**src/rtl/safe_lock_ctrl_pkg.sv**
```systemverilog
// Shared types for the safe lock controller: FSM states and keypad key codes.
// SETPW exists only when PWD_CHANGE_EN is defined.
package safe_lock_ctrl_pkg;

  typedef enum logic [1:0] {
    LOCKED  = 2'd0,
    OPEN    = 2'd1,
    LOCKOUT = 2'd2
`ifdef PWD_CHANGE_EN
    , SETPW = 2'd3
`endif
  } fsm_t;

  localparam logic [3:0] KEY_ENTER = 4'hA;
  localparam logic [3:0] KEY_CLEAR = 4'hB;
  localparam logic [3:0] KEY_LOCK  = 4'hC;
  localparam logic [3:0] KEY_SET   = 4'hD;

  function automatic logic is_digit(logic [3:0] code);
    return code <= 4'd9;
  endfunction

endpackage

```
**src/rtl/safe_lock_ctrl_if.sv**
```systemverilog
// Keypad in / lock status out bundle between the keypad scanner and the lock.
interface safe_lock_ctrl_if;
  logic       key_valid;
  logic [3:0] key_code;
  logic       state;
  logic       alarm;
  logic       err;
  logic [2:0] digit_cnt;

  modport master (output key_valid, key_code, input state, alarm, err, digit_cnt);
  modport slave  (input key_valid, key_code, output state, alarm, err, digit_cnt);
endinterface

```
**src/rtl/lockout_timer.sv**
```systemverilog
// Lockout interval counter: start loads it, busy holds for CYCLES cycles,
// done flags the final cycle so the owner can leave lockout on that edge.
module lockout_timer #(
  parameter int unsigned CYCLES = 50_000_000
) (
  input  logic clk,
  input  logic rst,
  input  logic start,
  output logic busy,
  output logic done
);
  localparam int unsigned W = $clog2(CYCLES + 1);

  logic [W-1:0] count;

  always_ff @(posedge clk) begin
    if (rst) begin
      busy  <= 1'b0;
      count <= '0;
    end else if (start) begin
      busy  <= 1'b1;
      count <= '0;
    end else if (busy) begin
      if (count == W'(CYCLES - 1)) begin
        busy  <= 1'b0;
        count <= '0;
      end else begin
        count <= count + W'(1);
      end
    end
  end

  assign done = busy && (count == W'(CYCLES - 1));

endmodule

```
**src/rtl/safe_lock_ctrl.sv**
```systemverilog
// Keypad lock FSM: digit entry, password compare, wrong-try lockout with alarm.
// Define PWD_CHANGE_EN to build in the SETPW (password change) state.
module safe_lock_ctrl
  import safe_lock_ctrl_pkg::*;
#(
  parameter int unsigned         DIGITS         = 4,
  parameter logic [4*DIGITS-1:0] DEFAULT_PWD    = 16'h1234,
  parameter int unsigned         MAX_TRIES      = 3,
  parameter int unsigned         LOCKOUT_CYCLES = 50_000_000
) (
  input logic            clk,
  input logic            rst,
  safe_lock_ctrl_if.slave bus
);
  localparam int unsigned BW = 4 * DIGITS;
  localparam int unsigned TW = $clog2(MAX_TRIES + 1);

  fsm_t          fsm;
  logic [BW-1:0] entry;
  logic [BW-1:0] pwd;
  logic [2:0]    cnt;
  logic [TW-1:0] tries;
  logic          dig, ent, clr, lck;
  logic          full, match, trip;
  logic          busy, done;

  assign dig = bus.key_valid && is_digit(bus.key_code);
  assign ent = bus.key_valid && (bus.key_code == KEY_ENTER);
  assign clr = bus.key_valid && (bus.key_code == KEY_CLEAR);
  assign lck = bus.key_valid && (bus.key_code == KEY_LOCK);

`ifdef PWD_CHANGE_EN
  logic set;
  assign set = bus.key_valid && (bus.key_code == KEY_SET);
`else
  assign pwd = DEFAULT_PWD;
`endif

  assign full  = (cnt == 3'(DIGITS));
  assign match = full && (entry == pwd);
  // Wrong enter that uses up the last allowed try starts the lockout timer on the same edge
  assign trip  = (fsm == LOCKED) && ent && !match && (tries >= TW'(MAX_TRIES - 1));

  lockout_timer #(.CYCLES(LOCKOUT_CYCLES)) u_timer (
    .clk   (clk),
    .rst   (rst),
    .start (trip),
    .busy  (busy),
    .done  (done)
  );

  assign bus.digit_cnt = cnt;

  always_ff @(posedge clk) begin
    if (rst) begin
      fsm       <= LOCKED;
      entry     <= '0;
      cnt       <= '0;
      tries     <= '0;
      bus.state <= 1'b0;
      bus.alarm <= 1'b0;
      bus.err   <= 1'b0;
`ifdef PWD_CHANGE_EN
      pwd       <= DEFAULT_PWD;
`endif
    end else begin
      bus.err <= 1'b0;
      case (fsm)
        LOCKED: begin
          if (dig) begin
            if (!full) begin
              entry <= {entry[BW-5:0], bus.key_code};
              cnt   <= cnt + 3'd1;
            end
          end else if (clr) begin
            entry <= '0;
            cnt   <= '0;
          end else if (ent) begin
            entry <= '0;
            cnt   <= '0;
            if (match) begin
              fsm       <= OPEN;
              bus.state <= 1'b1;
              tries     <= '0;
            end else begin
              bus.err <= 1'b1;
              if (trip) begin
                fsm       <= LOCKOUT;
                bus.alarm <= 1'b1;
                tries     <= TW'(MAX_TRIES);
              end else begin
                tries <= tries + TW'(1);
              end
            end
          end
        end
        OPEN: begin
          if (lck) begin
            fsm       <= LOCKED;
            bus.state <= 1'b0;
            entry     <= '0;
            cnt       <= '0;
          end
`ifdef PWD_CHANGE_EN
          else if (set) begin
            fsm   <= SETPW;
            entry <= '0;
            cnt   <= '0;
          end
`endif
        end
        LOCKOUT: begin
          // !busy guards against ever sitting here with an idle timer
          if (done || !busy) begin
            fsm       <= LOCKED;
            bus.alarm <= 1'b0;
            tries     <= '0;
          end
        end
`ifdef PWD_CHANGE_EN
        SETPW: begin
          if (dig) begin
            if (!full) begin
              entry <= {entry[BW-5:0], bus.key_code};
              cnt   <= cnt + 3'd1;
            end
          end else if (ent) begin
            entry <= '0;
            cnt   <= '0;
            if (full) begin
              pwd <= entry;
              fsm <= OPEN;
            end else begin
              bus.err <= 1'b1;
            end
          end else if (clr) begin
            fsm   <= OPEN;
            entry <= '0;
            cnt   <= '0;
          end else if (lck) begin
            fsm       <= LOCKED;
            bus.state <= 1'b0;
            entry     <= '0;
            cnt       <= '0;
          end
        end
`endif
        default: begin
          fsm       <= LOCKED;
          bus.state <= 1'b0;
          bus.alarm <= 1'b0;
          entry     <= '0;
          cnt       <= '0;
        end
      endcase
    end
  end

endmodule
```
**src/flat_wrapper.sv**
```systemverilog
// flat-port wrapper written by rule: the top's interface ports become plain ports
module safe_lock_ctrl_flat import safe_lock_ctrl_pkg::*;
#(
  parameter int unsigned         DIGITS         = 4,
  parameter logic [4*DIGITS-1:0] DEFAULT_PWD    = 16'h1234,
  parameter int unsigned         MAX_TRIES      = 3,
  parameter int unsigned         LOCKOUT_CYCLES = 50_000_000
)
  (clk, rst, bus_key_valid, bus_key_code, bus_state, bus_alarm, bus_err, bus_digit_cnt);
  safe_lock_ctrl_if bus_i ();
  input logic clk;
  input logic rst;
  input wire logic [$bits(bus_i.key_valid)-1:0] bus_key_valid;
  input wire logic [$bits(bus_i.key_code)-1:0] bus_key_code;
  output wire logic [$bits(bus_i.state)-1:0] bus_state;
  output wire logic [$bits(bus_i.alarm)-1:0] bus_alarm;
  output wire logic [$bits(bus_i.err)-1:0] bus_err;
  output wire logic [$bits(bus_i.digit_cnt)-1:0] bus_digit_cnt;
  assign bus_i.key_valid = bus_key_valid;
  assign bus_i.key_code = bus_key_code;
  assign bus_state = bus_i.state;
  assign bus_alarm = bus_i.alarm;
  assign bus_err = bus_i.err;
  assign bus_digit_cnt = bus_i.digit_cnt;
  safe_lock_ctrl #(.DIGITS(DIGITS), .DEFAULT_PWD(DEFAULT_PWD), .MAX_TRIES(MAX_TRIES), .LOCKOUT_CYCLES(LOCKOUT_CYCLES)) u_core (.clk(clk), .rst(rst), .bus(bus_i));
endmodule
```
**config.mk**
```make
export PLATFORM = sky130hd
export DESIGN_NAME = safe_lock_ctrl_flat
export DESIGN_NICKNAME = d
export VERILOG_FILES = /design/src/rtl/safe_lock_ctrl_pkg.sv /design/src/rtl/safe_lock_ctrl_if.sv /design/src/rtl/lockout_timer.sv /design/src/rtl/safe_lock_ctrl.sv /design/src/flat_wrapper.sv
export SDC_FILE = /design/constraint.sdc
export NUM_CORES = 1
export LEC_CHECK = 0
export BUFFER_PORTS_ARGS = -buffer_cell sky130_fd_sc_hd__buf_2
export CORE_MARGIN = 3
export CORE_UTILIZATION = 62
export DETAILED_ROUTE_END_ITERATION = 6
export HOLD_SLACK_MARGIN = 0.08
export PLACE_DENSITY_LB_ADDON = 0.3
export SETUP_SLACK_MARGIN = 0.05
export SLEW_MARGIN = 30
export SYNTH_ARGS = -nofsm -noshare
export SYNTH_HDL_FRONTEND = slang
export SYNTH_HIERARCHICAL = 1
export SYNTH_SLANG_ARGS = --single-unit
export TNS_END_PERCENT = 5
```
**constraint.sdc**
```tcl
create_clock -name clk -period 2.9 [get_ports clk]
set_input_delay 0.58 -clock clk [delete_from_list [all_inputs] [get_ports clk]]
set_output_delay 0.58 -clock clk [all_outputs]
set_load 0.01 [all_outputs]
```
# Word-level counts from Yosys, hierarchy flattened
# Index checks and enable logic that the tools add are counted.
[classes] addsub=3 n_lt_le_gt_ge=2 eq_ne=19 mux=44 bitwise_logic=4 reduce_logical=21
[ops] op="two-way mux 16 bit" n=5
[ops] op="one-hot mux 16 bit (3 select lines)" n=1
[ops] op="adder 26 x 1 -> 26 bit, second input constant" n=1
[ops] op="== test 26 bit, second input constant" n=1
[ops] op="two-way mux 26 bit" n=1
[ops] op="two-way mux 2 bit" n=12
[ops] op="== test 16 x 13 -> 1 bit, second input constant" n=1
[ops] op="two-way mux 1 bit" n=15
[ops] op="two-way mux 3 bit" n=5
[ops] op="== test 4 bit, second input constant" n=3
[ops] op="AND reduction 6 bit" n=2
[ops] op="!= test 2 x 1 -> 1 bit, second input constant" n=5
[ops] op="logical AND 1 bit" n=9
[ops] op="one-hot mux 3 bit (3 select lines)" n=1
[ops] op="AND reduction 7 bit" n=1
[ops] op="!= test 2 bit, second input constant" n=3
[ops] op="one-hot mux 1 bit (3 select lines)" n=2
[ops] op="one-hot mux 2 bit (3 select lines)" n=1
[ops] op="AND reduction 5 bit" n=1
[ops] op="OR reduction 5 bit" n=1
[ops] op="<= comparator 4 bit, second input constant" n=1
[ops] op="!= test 4 x 1 -> 1 bit, second input constant" n=1
[ops] op="NOT 1 bit" n=4
[ops] op="one-hot mux 2 bit (2 select lines)" n=1
[ops] op="14 further kinds" n=15
[totals] ff_bits=53 in_bits=7

# Longest topological paths before layout
[logic_depth] depth_word=11 ltp_mapped=10

# Modules after synthesis
# Netlist, hierarchy kept.
[modules_own_cells] mod="lockout_timer" instances=1 cells_each=173 area_each_um2=1441.4 seq_area_each_um2=540.5
[modules_own_cells] mod="safe_lock_ctrl" instances=1 cells_each=141 area_each_um2=1352.5 seq_area_each_um2=520.5

# Worst setup path before layout
# Ideal clock, no wire load.
[synth_timing] path_kind="reg2reg" start="register u_core.cnt[0] (netlist: u_core/bus.digit_cnt[0])" end="register u_core.u_timer.count[22]" setup_time_ns=0.070 t_arrival_ns=1.956 required_time_ns=2.830 slack_ns=0.874 path_stages_with_launch=11 path_buffers=1 path_cell_list="dfxtp_1 > inv_1 > ha_1 > and2_1 > nand3_1 > o211ai_1 > inv_1 > nor2_1 > o31ai_4 > buf_2 > a21oi_1"
[synth_via] elab_chain_len=6
[synth_rtl] element="start: declaration" line_no="safe_lock_ctrl.sv:21" rtl="logic [2:0] cnt;"
[synth_rtl] element="start signal: assignment" line_no="safe_lock_ctrl.sv:73" rtl="cnt <= cnt + 3'd1;"
[synth_rtl] element="== test 3 bit" line_no="safe_lock_ctrl.sv:39" rtl="assign full = (cnt == 3'(DIGITS));"
[synth_rtl] element="logical AND 1 bit" line_no="safe_lock_ctrl.sv:40" rtl="assign match = full && (entry == pwd);"
[synth_rtl] element="logical NOT 1 bit" line_no="safe_lock_ctrl.sv:42" rtl="assign trip = (fsm == LOCKED) && ent && !match && (tries >= TW'(MAX_TRIES - 1));"
[synth_rtl] element="logical AND 1 bit (2 in series)" line_no="safe_lock_ctrl.sv:42"
[synth_rtl] element="net u_core.trip" line_no="safe_lock_ctrl.sv:24" rtl="logic full, match, trip;"
[synth_rtl] element="OR reduction 2 bit (no line)"
[synth_rtl] element="end signal: assignment" line_no="lockout_timer.sv:28" rtl="count <= count + W'(1);"
[synth_rtl] element="end: declaration" line_no="lockout_timer.sv:14" rtl="logic [W-1:0] count;"
# The timed path passes the listed nets, and every way through them passes these cells.
# A chain may end at the register's enable or synchronous reset.

# Worst setup path in the final report
[layout_timing] start="register u_core.cnt[0] (netlist: u_core/bus.digit_cnt[0])" end="register u_core.u_timer.count[21]"
# The elaborated chain is that of the path after synthesis.

==> out/metrics.yaml <==
outcome:
  run_status: "finished clean"
worst_setup_path:
  r2r_setup_slack_ns: 0.35
  crit_arrival_ns: 2.78
  crit_start: "u_core/bus.digit_cnt[0]"
  cp-start-kind: "register"
  r2r-end: "u_core/u_timer/count[21]"
  ff2ff_path_depth: 9
  required_ns: 3.13
  reg2reg_from: "u_core/bus.digit_cnt[0]"
  worstPathMaxFanout: 18
  cp-end-kind: "register"
  worstSetupPathType: "reg -> reg"
  crit_path_end: "u_core/u_timer/count[21]"
timing:
  fin_crit_ns: 2.547
  max_freq_ghz: 0.3927
  hold_ws_ns: 0.4615
  setup_tns_ns: 0
  timing.final.crit_share: 0.8781
  setup_viol: 0
  fin_skew_ns: 0.01029
  tightest_slew_ns: 0.7703
  rsz0062_at_grt: "false"
  final_hold_viol_count: 0
  relSlewSlack: 0.4864
  slew_viol_final: 0
global_routing:
  grt_pass1_vias: 2289
  grt_pass1_wl_um: 10270
  grt_start_max_net_pins: 19
  grt-ovfl-total: 0
  antenna_found_initial: 0
  grt_use_total: 0.2420
die:
  initial_core_util: 0.6696
  io_pins: 13
  die_h_um: 73.13
  die_x_um: 73.13
  core_area_sq_um: 4173
  die_area_sq_um: 5348
  std_cell_rows: 23
synth:
  synth-xor-area-share: 0.02821
  synthTopCellsByArea: "dfxtp_1 38%, and3_1 4.9%, a21oi_1 3.9%, a221o_1 3.6%, nand4_1 2.7%"
  ys.flop_type: "dfxtp_1"
  synth_most_common_cell: "dfxtp_1"
  yosys.area.top_type_share: 0.3798
  synthTopCellsByCount: "53 x dfxtp_1, 22 x a21oi_1, 22 x and3_1"
  syn_nets: 326
  ys_async_sr_fraction: 0
  synthAdderAreaFrac: 0.02239
  ys_warn_count: 6
  syn_avg_cell_area_sq_um: 8.898
  syn-cell-area_sq_um: 2794
  synthCells: 314
  synth_compound_area_frac: 0.2324
  synth-seq-cells: 53
  yosysSeqAreaShare: 0.3798
  synth_simple_gate_area_frac: 0.2880
  synthMuxAreaShare: 0
  synthDistinctLibCells: 56
  synth-edff-count: 0
  synth_top_family_by_area: "simple AND/OR/NAND/NOR gates"
  synth_area_leader_cell: "dfxtp_1"
run:
  cap_violations: 0
power:
  power_leakage_nw: 1.117
  powerDensity_nw_per_um2: 456.6
  p_total_w: 0.001353
  ir_worst_vdd_mv: 0.2402
clocking:
  cts.hold.buffers_added: 0
  cts_setup_buffers: 0
  h-tree-depth: 2
  insertion_delay_ns: 0.31
  cts_buffers: 5
  post_cts_resized: 0
  cts_tree: "done"
  cts.sinks: 53
  clk_pin_slew_ns: 0.10
  clk_path_buf_depth: 2
  cts_root_buf: "clkbuf_8"
detailed_routing:
  wl_per_cell_um: 16.67
  via_per_inst: 6.653
  wl_um: 6201
  drc: 0
  ant_nets: 0
  num_vias: 2475
  first_pass_iters: 5
  drtIter0Drc: 238
place:
  place_area_sq_um: 2843
  gp_congestion: 0.8735
  portBuffers: 12
  hpwl_um: 4177
layout:
  areaGrowthSynthToFinish_pct: 6.046
  drive_gt1_frac: 0.1087
  fillCellCount: 339
  design_area_sq_um: 2963
  n_antenna_cell: 0
  final_nets: 333
hold_path:
  hp-start: "u_core/bus.alarm"
  hp-class: "reg -> reg"
==> worst min-delay path by stage <==
stage | endpoint | slack (ns) | depth (start not counted)
6_report | u_core/bus.alarm | 0.46 | 2
3_5_place_dp | u_core/bus.alarm | 0.46 | 2
5_1_grt | u_core/bus.err | 0.49 | 2
4_1_cts | u_core/bus.alarm | 0.47 | 2
3_3_place_gp | u_core/bus.alarm | 0.45 | 2
2_1_floorplan | u_core/entry[15] | 0.44 | 1
==> routing by layer <==
layer | routed length [um] | vias up | GRT usage
met5 | 0 | - | 0
li1 | - | 1222 | -
met3 | 283 | 7 | 0.03030
met4 | 76 | 0 | 0.1230
met2 | 3061 | 76 | 0.4002
met1 | 2779 | 1170 | 0.3072
==> power by group <==
part	switching (W)	leakage, nW	internal [W]
registers	0.0000148	0.428	0.000738
clock network	0.000240	0.0574	0.000281
logic	0.0000495	0.632	0.0000297
==> layout make-up <==
cell class,instances,area (sq um),share of cell area
Inverter,15,56.30,0.01900
Timing Repair Buffer,13,67.56,0.02280
Clock buffer,6,82.58,0.02787
Tap cell,50,62.56,0.02111
Sequential cell,53,1061,0.3581
Multi-Input combinational cell,233,1595,0.5384
Clock inverter,2,37.54,0.01267
==> worst max-delay path: stages (launching register included) <==
cell	delay, ns
dfxtp_1	0.35
inv_1	0.09
ha_1	0.28
and2_1	0.48
nand3_1	0.25
o211ai_1	0.32
inv_1	0.10
nor2_1	0.19
o31ai_4	0.22
a21oi_1	0.20
==> cells in the final DEF (no fill, tap or decap), drive strengths merged, types with 5 or more instances in the layout <==
master / Yosys / layout
dfxtp: 53 / 53
and3: 22 / 22
a21oi: 22 / 22
nand2: 19 / 19
nor2: 15 / 15
o21ai: 15 / 15
inv: 14 / 14
buf: 8 / 13
nand4: 13 / 13
a221o: 10 / 10
nand3: 9 / 9
or4: 9 / 9
o211ai: 8 / 8
nor4: 8 / 8
a22oi: 7 / 7
nor3: 7 / 7
o31ai: 7 / 7
clkbuf: 5 / 6
a21bo: 6 / 6
or3: 6 / 6
ha: 5 / 5
xnor2: 5 / 5
==> kinds of logic after synthesis <==
family	after synthesis
flops	53
compound gates	90
xor+xnor	9
simple gates	129
buf+inv	28
fa+ha+maj	5
==> sequential cells by signal (all words and copies together), names as in the netlist <==
name                  cells
u_core/bus.alarm          1
u_core/fsm                2
u_core/u_timer/count     26
u_core/tries              2
u_core/u_timer/busy       1
u_core/entry             16
u_core/bus.digit_cnt      3
u_core/bus.state          1
u_core/bus.err            1
==> per-stage QoR <==
stage | instances | utilization | setup slack (ns)
global route | 372 | 0.7100 | 0.1127
global placement | 364 | 0.6813 | 0.5744
finish | 372 | 0.7100 | 0.3535
floorplan | 314 | - | 0.8741
detailed placement | 364 | 0.6813 | 0.4320
CTS | 372 | 0.7100 | 0.3962
No activity file was read; power rests on OpenSTA's default activity.
